<file path="src/rtl/srt_div_seq_ctrl_if.sv">
// Operand/result handshake bundle for the radix-4 mantissa divider controller.
interface srt_div_seq_ctrl_if #(
  parameter int WIDTH = 24,
  parameter int ITER  = 13
);
  logic                in_valid;
  logic                in_ready;
  logic [WIDTH-1:0]    dividend;
  logic [WIDTH-1:0]    divisor;
  logic                out_valid;
  logic                out_ready;
  logic [2*ITER-1:0]   quotient;
  logic                sticky;
  logic                div_by_zero;
  logic                busy;

  modport master (
    output in_valid, dividend, divisor, out_ready,
    input  in_ready, out_valid, quotient, sticky, div_by_zero, busy
  );

  modport slave (
    input  in_valid, dividend, divisor, out_ready,
    output in_ready, out_valid, quotient, sticky, div_by_zero, busy
  );
endinterface

</file>
<file path="src/rtl/srt_div_seq_ctrl.sv">
// Iterative radix-4 mantissa divider: one exact digit per clock, then a single
// negative-remainder fix-up. Optional early exit on zero remainder: SRT_DIV_EARLY_TERM_EN.
module srt_div_seq_ctrl #(
  parameter int WIDTH = 24,
  parameter int ITER  = 13
) (
  input  logic               clk,
  input  logic               rst,
  srt_div_seq_ctrl_if.slave  bus
);
  localparam int RW = WIDTH + 4;
  localparam int QW = 2 * ITER + 2;
  localparam int CW = $clog2(ITER + 1);

  typedef enum logic [1:0] {IDLE, ITERATE, CORRECT, DONE} state_t;

  state_t              state_q, state_d;
  logic [RW-1:0]       r_q, r_d;
  logic [RW-1:0]       d_q, d_d;
  logic [QW-1:0]       q_acc_q, q_acc_d;
  logic [CW-1:0]       cnt_q, cnt_d;
  logic [2*ITER-1:0]   quotient_q, quotient_d;
  logic                sticky_q, sticky_d;
  logic                dbz_q, dbz_d;

  // Digit selection datapath; remainder and accumulator are two's complement.
  logic [RW-1:0]       s_val, s_mag, d2, d3, kd, r_step, r_fix;
  logic                s_neg;
  logic [1:0]          k;
  logic [QW-1:0]       digit, q_step, q_fix;
`ifdef SRT_DIV_EARLY_TERM_EN
  logic [CW-1:0]       rem_digits;
`endif

  always_comb begin
    s_val  = r_q << 2;
    s_neg  = s_val[RW-1];
    s_mag  = s_neg ? (~s_val + 1'b1) : s_val;
    d2     = d_q << 1;
    d3     = d_q + d2;
    if (s_mag >= d3)       k = 2'd3;
    else if (s_mag >= d2)  k = 2'd2;
    else if (s_mag >= d_q) k = 2'd1;
    else                   k = 2'd0;
    case (k)
      2'd3:    kd = d3;
      2'd2:    kd = d2;
      2'd1:    kd = d_q;
      default: kd = '0;
    endcase
    r_step = s_neg ? (s_val + kd) : (s_val - kd);
    digit  = {{(QW-2){1'b0}}, k};
    q_step = (q_acc_q << 2) + (s_neg ? (~digit + 1'b1) : digit);
    q_fix  = r_q[RW-1] ? (q_acc_q - 1'b1) : q_acc_q;
    r_fix  = r_q[RW-1] ? (r_q + d_q) : r_q;
  end

  always_comb begin
    state_d    = state_q;
    r_d        = r_q;
    d_d        = d_q;
    q_acc_d    = q_acc_q;
    cnt_d      = cnt_q;
    quotient_d = quotient_q;
    sticky_d   = sticky_q;
    dbz_d      = dbz_q;
`ifdef SRT_DIV_EARLY_TERM_EN
    rem_digits = CW'(ITER - 1) - cnt_q;
`endif
    case (state_q)
      IDLE: begin
        if (bus.in_valid) begin
          // d is held at twice the divisor so the initial remainder is below it.
          r_d      = {4'b0000, bus.dividend};
          d_d      = {3'b000, bus.divisor, 1'b0};
          cnt_d    = '0;
          q_acc_d  = '0;
          sticky_d = 1'b0;
          dbz_d    = (bus.divisor == '0);
          if (bus.divisor == '0) begin
            quotient_d = '1;
            state_d    = DONE;
          end else begin
            state_d    = ITERATE;
          end
        end
      end
      ITERATE: begin
        r_d     = r_step;
        q_acc_d = q_step;
        cnt_d   = cnt_q + 1'b1;
        if (cnt_q == CW'(ITER - 1)) begin
          state_d = CORRECT;
        end
`ifdef SRT_DIV_EARLY_TERM_EN
        else if (r_step == '0) begin
          // Remaining digits are all zero; align as if they had been shifted in.
          q_acc_d = q_step << {rem_digits, 1'b0};
          state_d = CORRECT;
        end
`endif
      end
      CORRECT: begin
        r_d        = r_fix;
        q_acc_d    = q_fix;
        quotient_d = q_fix[2*ITER-1:0];
        sticky_d   = |r_fix;
        state_d    = DONE;
      end
      DONE: begin
        if (bus.out_ready) begin
          state_d = IDLE;
        end
      end
      default: state_d = IDLE;
    endcase
  end

  always_ff @(posedge clk) begin
    if (rst) begin
      state_q    <= IDLE;
      r_q        <= '0;
      d_q        <= '0;
      q_acc_q    <= '0;
      cnt_q      <= '0;
      quotient_q <= '0;
      sticky_q   <= 1'b0;
      dbz_q      <= 1'b0;
    end else begin
      state_q    <= state_d;
      r_q        <= r_d;
      d_q        <= d_d;
      q_acc_q    <= q_acc_d;
      cnt_q      <= cnt_d;
      quotient_q <= quotient_d;
      sticky_q   <= sticky_d;
      dbz_q      <= dbz_d;
    end
  end

  assign bus.in_ready    = (state_q == IDLE);
  assign bus.busy        = (state_q != IDLE);
  assign bus.out_valid   = (state_q == DONE);
  assign bus.quotient    = quotient_q;
  assign bus.sticky      = sticky_q;
  assign bus.div_by_zero = dbz_q;
endmodule
</file>
<file path="src/flat_wrapper.sv">
// flat-port wrapper written by rule: the top's interface ports become plain ports
module srt_div_seq_ctrl_flat 
#(
  parameter int WIDTH = 24,
  parameter int ITER  = 13
)
  (clk, rst, bus_in_valid, bus_dividend, bus_divisor, bus_out_ready, bus_in_ready, bus_out_valid, bus_quotient, bus_sticky, bus_div_by_zero, bus_busy);
  srt_div_seq_ctrl_if #(.WIDTH(WIDTH), .ITER(ITER)) bus_i ();
  input  logic clk;
  input  logic rst;
  input wire logic [$bits(bus_i.in_valid)-1:0] bus_in_valid;
  input wire logic [$bits(bus_i.dividend)-1:0] bus_dividend;
  input wire logic [$bits(bus_i.divisor)-1:0] bus_divisor;
  input wire logic [$bits(bus_i.out_ready)-1:0] bus_out_ready;
  output wire logic [$bits(bus_i.in_ready)-1:0] bus_in_ready;
  output wire logic [$bits(bus_i.out_valid)-1:0] bus_out_valid;
  output wire logic [$bits(bus_i.quotient)-1:0] bus_quotient;
  output wire logic [$bits(bus_i.sticky)-1:0] bus_sticky;
  output wire logic [$bits(bus_i.div_by_zero)-1:0] bus_div_by_zero;
  output wire logic [$bits(bus_i.busy)-1:0] bus_busy;
  assign bus_i.in_valid = bus_in_valid;
  assign bus_i.dividend = bus_dividend;
  assign bus_i.divisor = bus_divisor;
  assign bus_i.out_ready = bus_out_ready;
  assign bus_in_ready = bus_i.in_ready;
  assign bus_out_valid = bus_i.out_valid;
  assign bus_quotient = bus_i.quotient;
  assign bus_sticky = bus_i.sticky;
  assign bus_div_by_zero = bus_i.div_by_zero;
  assign bus_busy = bus_i.busy;
  srt_div_seq_ctrl #(.WIDTH(WIDTH), .ITER(ITER)) u_core (.clk(clk), .rst(rst), .bus(bus_i));
endmodule
</file>
<file path="config.mk">
export PLATFORM = sky130hd
export DESIGN_NAME = srt_div_seq_ctrl_flat
export DESIGN_NICKNAME = d
export VERILOG_FILES = /design/src/rtl/srt_div_seq_ctrl_if.sv /design/src/rtl/srt_div_seq_ctrl.sv /design/src/flat_wrapper.sv
export SDC_FILE = /design/constraint.sdc
export NUM_CORES = 1
export LEC_CHECK = 0
export CELL_PAD_IN_SITES_DETAIL_PLACEMENT = 1
export CELL_PAD_IN_SITES_GLOBAL_PLACEMENT = 2
export CORE_AREA = 2 2 200 202
export CTS_BUF_LIST = sky130_fd_sc_hd__clkbuf_8
export CTS_CLUSTER_SIZE = 28
export DETAILED_ROUTE_END_ITERATION = 6
export DIE_AREA = 0 0 202 204
export GPL_TIMING_DRIVEN = 0
export PLACE_DENSITY = 0.92
export SETUP_SLACK_MARGIN = 0.15
export SYNTH_ARGS = -nofsm -noshare
export SYNTH_HDL_FRONTEND = slang
export SYNTH_SLANG_ARGS = --single-unit
export TNS_END_PERCENT = 1
</file>
<file path="constraint.sdc">
create_clock -name clk -period 9 [get_ports clk]
set_clock_uncertainty 0.1 [all_clocks]
set_input_delay 1.8 -clock clk [delete_from_list [all_inputs] [get_ports clk]]
set_output_delay 1.8 -clock clk [all_outputs]
set_load 0.01 [all_outputs]
</file>
==> impl_metrics.py <==
metrics = {
    "floorplanning": {
        "die_y_um": 204,
        "die_area_um2": 41200,
        "core_um2": 39200,
        "io_pins": 83,
        "initial_core_util_pct": 36.6,
        "die_w_um": 202,
        "num_rows": 73,
    },
    "sta": {
        "slew_headroom_pct": 30.3,
        "rsz0062_at_grt": "true",
        "setup_viol": 0,
        "min_period_ns": 8.56,
        "finalHoldViolCount": 0,
        "period_share_pct": 95.1,
        "holdWs_ns": 0.413,
        "fmax_ghz": 0.117,
        "tightest_slew_ns": 1.05,
        "drv_slew": 0,
    },
    "logic_synthesis": {
        "ys_types": 82,
        "yosys.area_share.adder_pct": 18.6,
        "yosysWarnings": 0,
        "synthMuxAreaShare_pct": 2.14,
        "synth_flop_cell": "dfxtp_1",
        "synth_edf_count": 0,
        "syn_nets": 2230,
        "synth_compound_area_share_pct": 29.7,
        "syn_area_um2": 14300,
        "syn_area_per_cell_um2": 7.28,
        "synth_seq_area_share_pct": 15.6,
        "async_reset_ff_share_pct": 0,
        "synth_cells": 1968,
        "synth_top_family_by_area": "compound AO/OA/AOI/OAI gates",
        "yosys.area_share.simple_pct": 20.5,
        "synth-xor-area-share_pct": 7.76,
        "synth_seq_cells": 112,
    },
    "global_route": {
        "grt_util_all_layers_pct": 29.4,
        "grt_pass1_wl_um": 93100,
        "antenna_found_initial": 1,
        "gr-total-overflow": 0,
        "grt_pass1_vias": 16123,
        "grt_max_degree": 21,
    },
    "clocking": {
        "cts_buffer_depth": 2,
        "numCtsBuffers": 9,
        "cts-root-buf": "clkbuf_8",
        "clock_sinks": 112,
        "clkLatencyLatePin_ns": 0.48,
        "cts_tree": "built",
        "cts-hold-fix-buffers": 0,
        "path_clk_slew_ns": 0.15,
        "cts_max_level": 3,
    },
    "critical_path": {
        "worstSetupPathType": "flip-flop to flip-flop",
        "cp_data_required_time_ns": 9.26,
        "slowest_delay_ns": 0.52,
        "crit_path_top_delay_cell": "or4_1",
        "crit_family": "compound AO/OA/AOI/OAI gates",
        "arrival_ns": 8.82,
        "path_max_fanout": 10,
        "path_buf_inv": 4,
        "end_kind": "flip-flop",
        "start_kind": "flip-flop",
    },
    "drt": {
        "postRouteAntennaNets": 0,
        "routed_wl_um": 61400,
        "drt_iter0_markers": 963,
        "drc": 0,
        "first_pass_iters": 5,
        "wl_per_cell_um": 23.7,
        "num_vias": 15515,
        "via_per_inst": 5.98,
    },
    "pwr": {
        "peakVddDrop_uv": 152,
        "p_leak_nw": 6.84,
        "p_per_area_nw_per_um2": 448,
    },
    "finish": {
        "fin_area_um2": 16300,
        "seqCellArea_um2": 2250,
        "layout-drive-gt1-share_pct": 5.27,
        "area_growth_syn_to_layout_pct": 13.7,
        "final_cells": 2595,
        "fin_nets": 2327,
        "multiInputGateArea_um2": 11500,
        "fill_cells": 4886,
    },
    "placement": {
        "place.detailed.instances": 2575,
        "portBuffers": 81,
        "gp_congestion": 0.944,
        "dp_hpwl_um": 50100,
        "place_area_um2": 15800,
    },
    "status": {
        "status": "finished clean",
    },
    "run": {
        "maxCapViolations": 0,
    },
    "min_path": {
        "hold_class": "flip-flop to flip-flop",
    },
}
[layer usage]
metal	up-vias	global-route usage (%)	part of all wire [%]	routed length, um
met4	0	13.8	4.8	2920
met5	-	0	0	0
met1	7567	35.8	43	26500
li1	7376	-	-	-
met3	144	2.98	4.2	2550
met2	428	52.2	48	29400
[final timing paths]
path,from,endpoint,slack (ns),cells past startpoint
worst max-delay path,u_core.d_q[1]$_SDFFE_PP0P_,u_core.r_q[27]$_SDFFE_PP0P_,0.44,35
worst min-delay path,u_core.bus.quotient[1]$_SDFFE_PP0P_,u_core.bus.quotient[1]$_SDFFE_PP0P_,0.41,2
worst max register to register,u_core.d_q[1]$_SDFFE_PP0P_,u_core.r_q[27]$_SDFFE_PP0P_,0.44,35
worst min register to register,u_core.bus.quotient[1]$_SDFFE_PP0P_,u_core.bus.quotient[1]$_SDFFE_PP0P_,0.41,2
[cell families after synthesis]
family	count (synthesis)
buffers and inverters	216
AND/OR/NAND/NOR	629
AO/OA/AOI/OAI	646
XOR/XNOR	127
flip-flops	112
adder cells (fa/ha/maj)	210
multiplexers	28
[cells in the final DEF, fill, tap and decap left out, types with 17 or more instances in the layout]
cell             count
o21ai_0             91
nand2b_1            26
nand4_1             20
o22ai_1             23
a21o_1              54
o31ai_1             17
xnor2_1             89
xor2_1              37
a311oi_1            20
a21oi_1            191
nor4_1              22
dfxtp_1            108
nor3_1              49
mux2_2              19
nand2_1            186
clkbuf_1            75
ha_1               204
clkdlybuf4s50_1     81
nor2b_1             19
a22o_1              21
nand3_1             34
a211oi_1            17
a22oi_1             22
o21a_1              21
inv_1              112
nor2_1             195
[area by class of cell]
| type | instances | share of cell area [%] |
|---|---|---|
| diodes | 1 | 0.0154 |
| clock buffers | 9 | 0.760 |
| well taps | 525 | 4.03 |
| multi-input cells | 1640 | 70.4 |
| inverters | 114 | 2.63 |
| plain buffers | 102 | 2.61 |
| repair buffers | 86 | 5.25 |
| clock inverters | 6 | 0.514 |
| flip-flops and latches | 112 | 13.8 |
[registers in the layout (all words and copies together), names as in the netlist]
signal                  count
u_core.cnt_q                4
u_core.bus.sticky           1
u_core.d_q                 24
u_core.bus.div_by_zero      1
u_core.state_q              2
u_core.r_q                 28
u_core.bus.quotient        26
u_core.q_acc_q             26
[synthesized netlist by cell type, types with 21 or more instances]
library cell / instances / area [um2]
a22o_1: 21 / 184
nor2_1: 196 / 736
a21oi_1: 197 / 986
xnor2_1: 89 / 780
nand2_1: 186 / 698
o21a_1: 21 / 158
inv_1: 112 / 420
o22ai_1: 23 / 144
ha_1: 205 / 2560
o21ai_0: 92 / 460
nor3_1: 52 / 260
xor2_1: 38 / 333
nand3_1: 34 / 170
nand2b_1: 26 / 163
a21o_1: 54 / 405
nor4_1: 22 / 138
clkbuf_1: 84 / 315
dfxtp_1: 112 / 2240
a22oi_1: 22 / 165
[worst register-to-register path: cells and delay by family (launching register included)]
kind	cells	cell delay [ns]
AO/OA/AOI/OAI	18	3.94
buffers and inverters	4	0.66
AND/OR/NAND/NOR	8	2.03
flip-flops	1	0.41
XOR/XNOR	1	0.19
adder cells (fa/ha/maj)	4	1.12
[power by group]
| group | internal [mW] | switching, mW |
|---|---|---|
| Clock | 0.134 | 0.223 |
| Combinational | 2.19 | 3.93 |
| Sequential | 0.596 | 0.224 |
| Total | 2.92 | 4.38 |
[metrics by stage]
step	setup WS (ns)	TNS, ns	power [mW]	utilization (%)
floorplan	0.936	0	4.73	-
global placement	-2.56	-66.55	6.47	40.3
detailed placement	-2.37	-50.91	6.61	40.4
CTS	0.152	0	7.10	41.2
global route	0.0959	0	7.83	41.6
finish	0.443	0	7.30	41.6
[what timing repair did]
action / 4_1_cts / 5_1_grt
endpoints found under the setup margin: 44 / 23
pin swaps: 2 / 4
buffers inserted: 1 / 3
resized for setup: 32 / 35
Power figures use the tool's default switching activity.
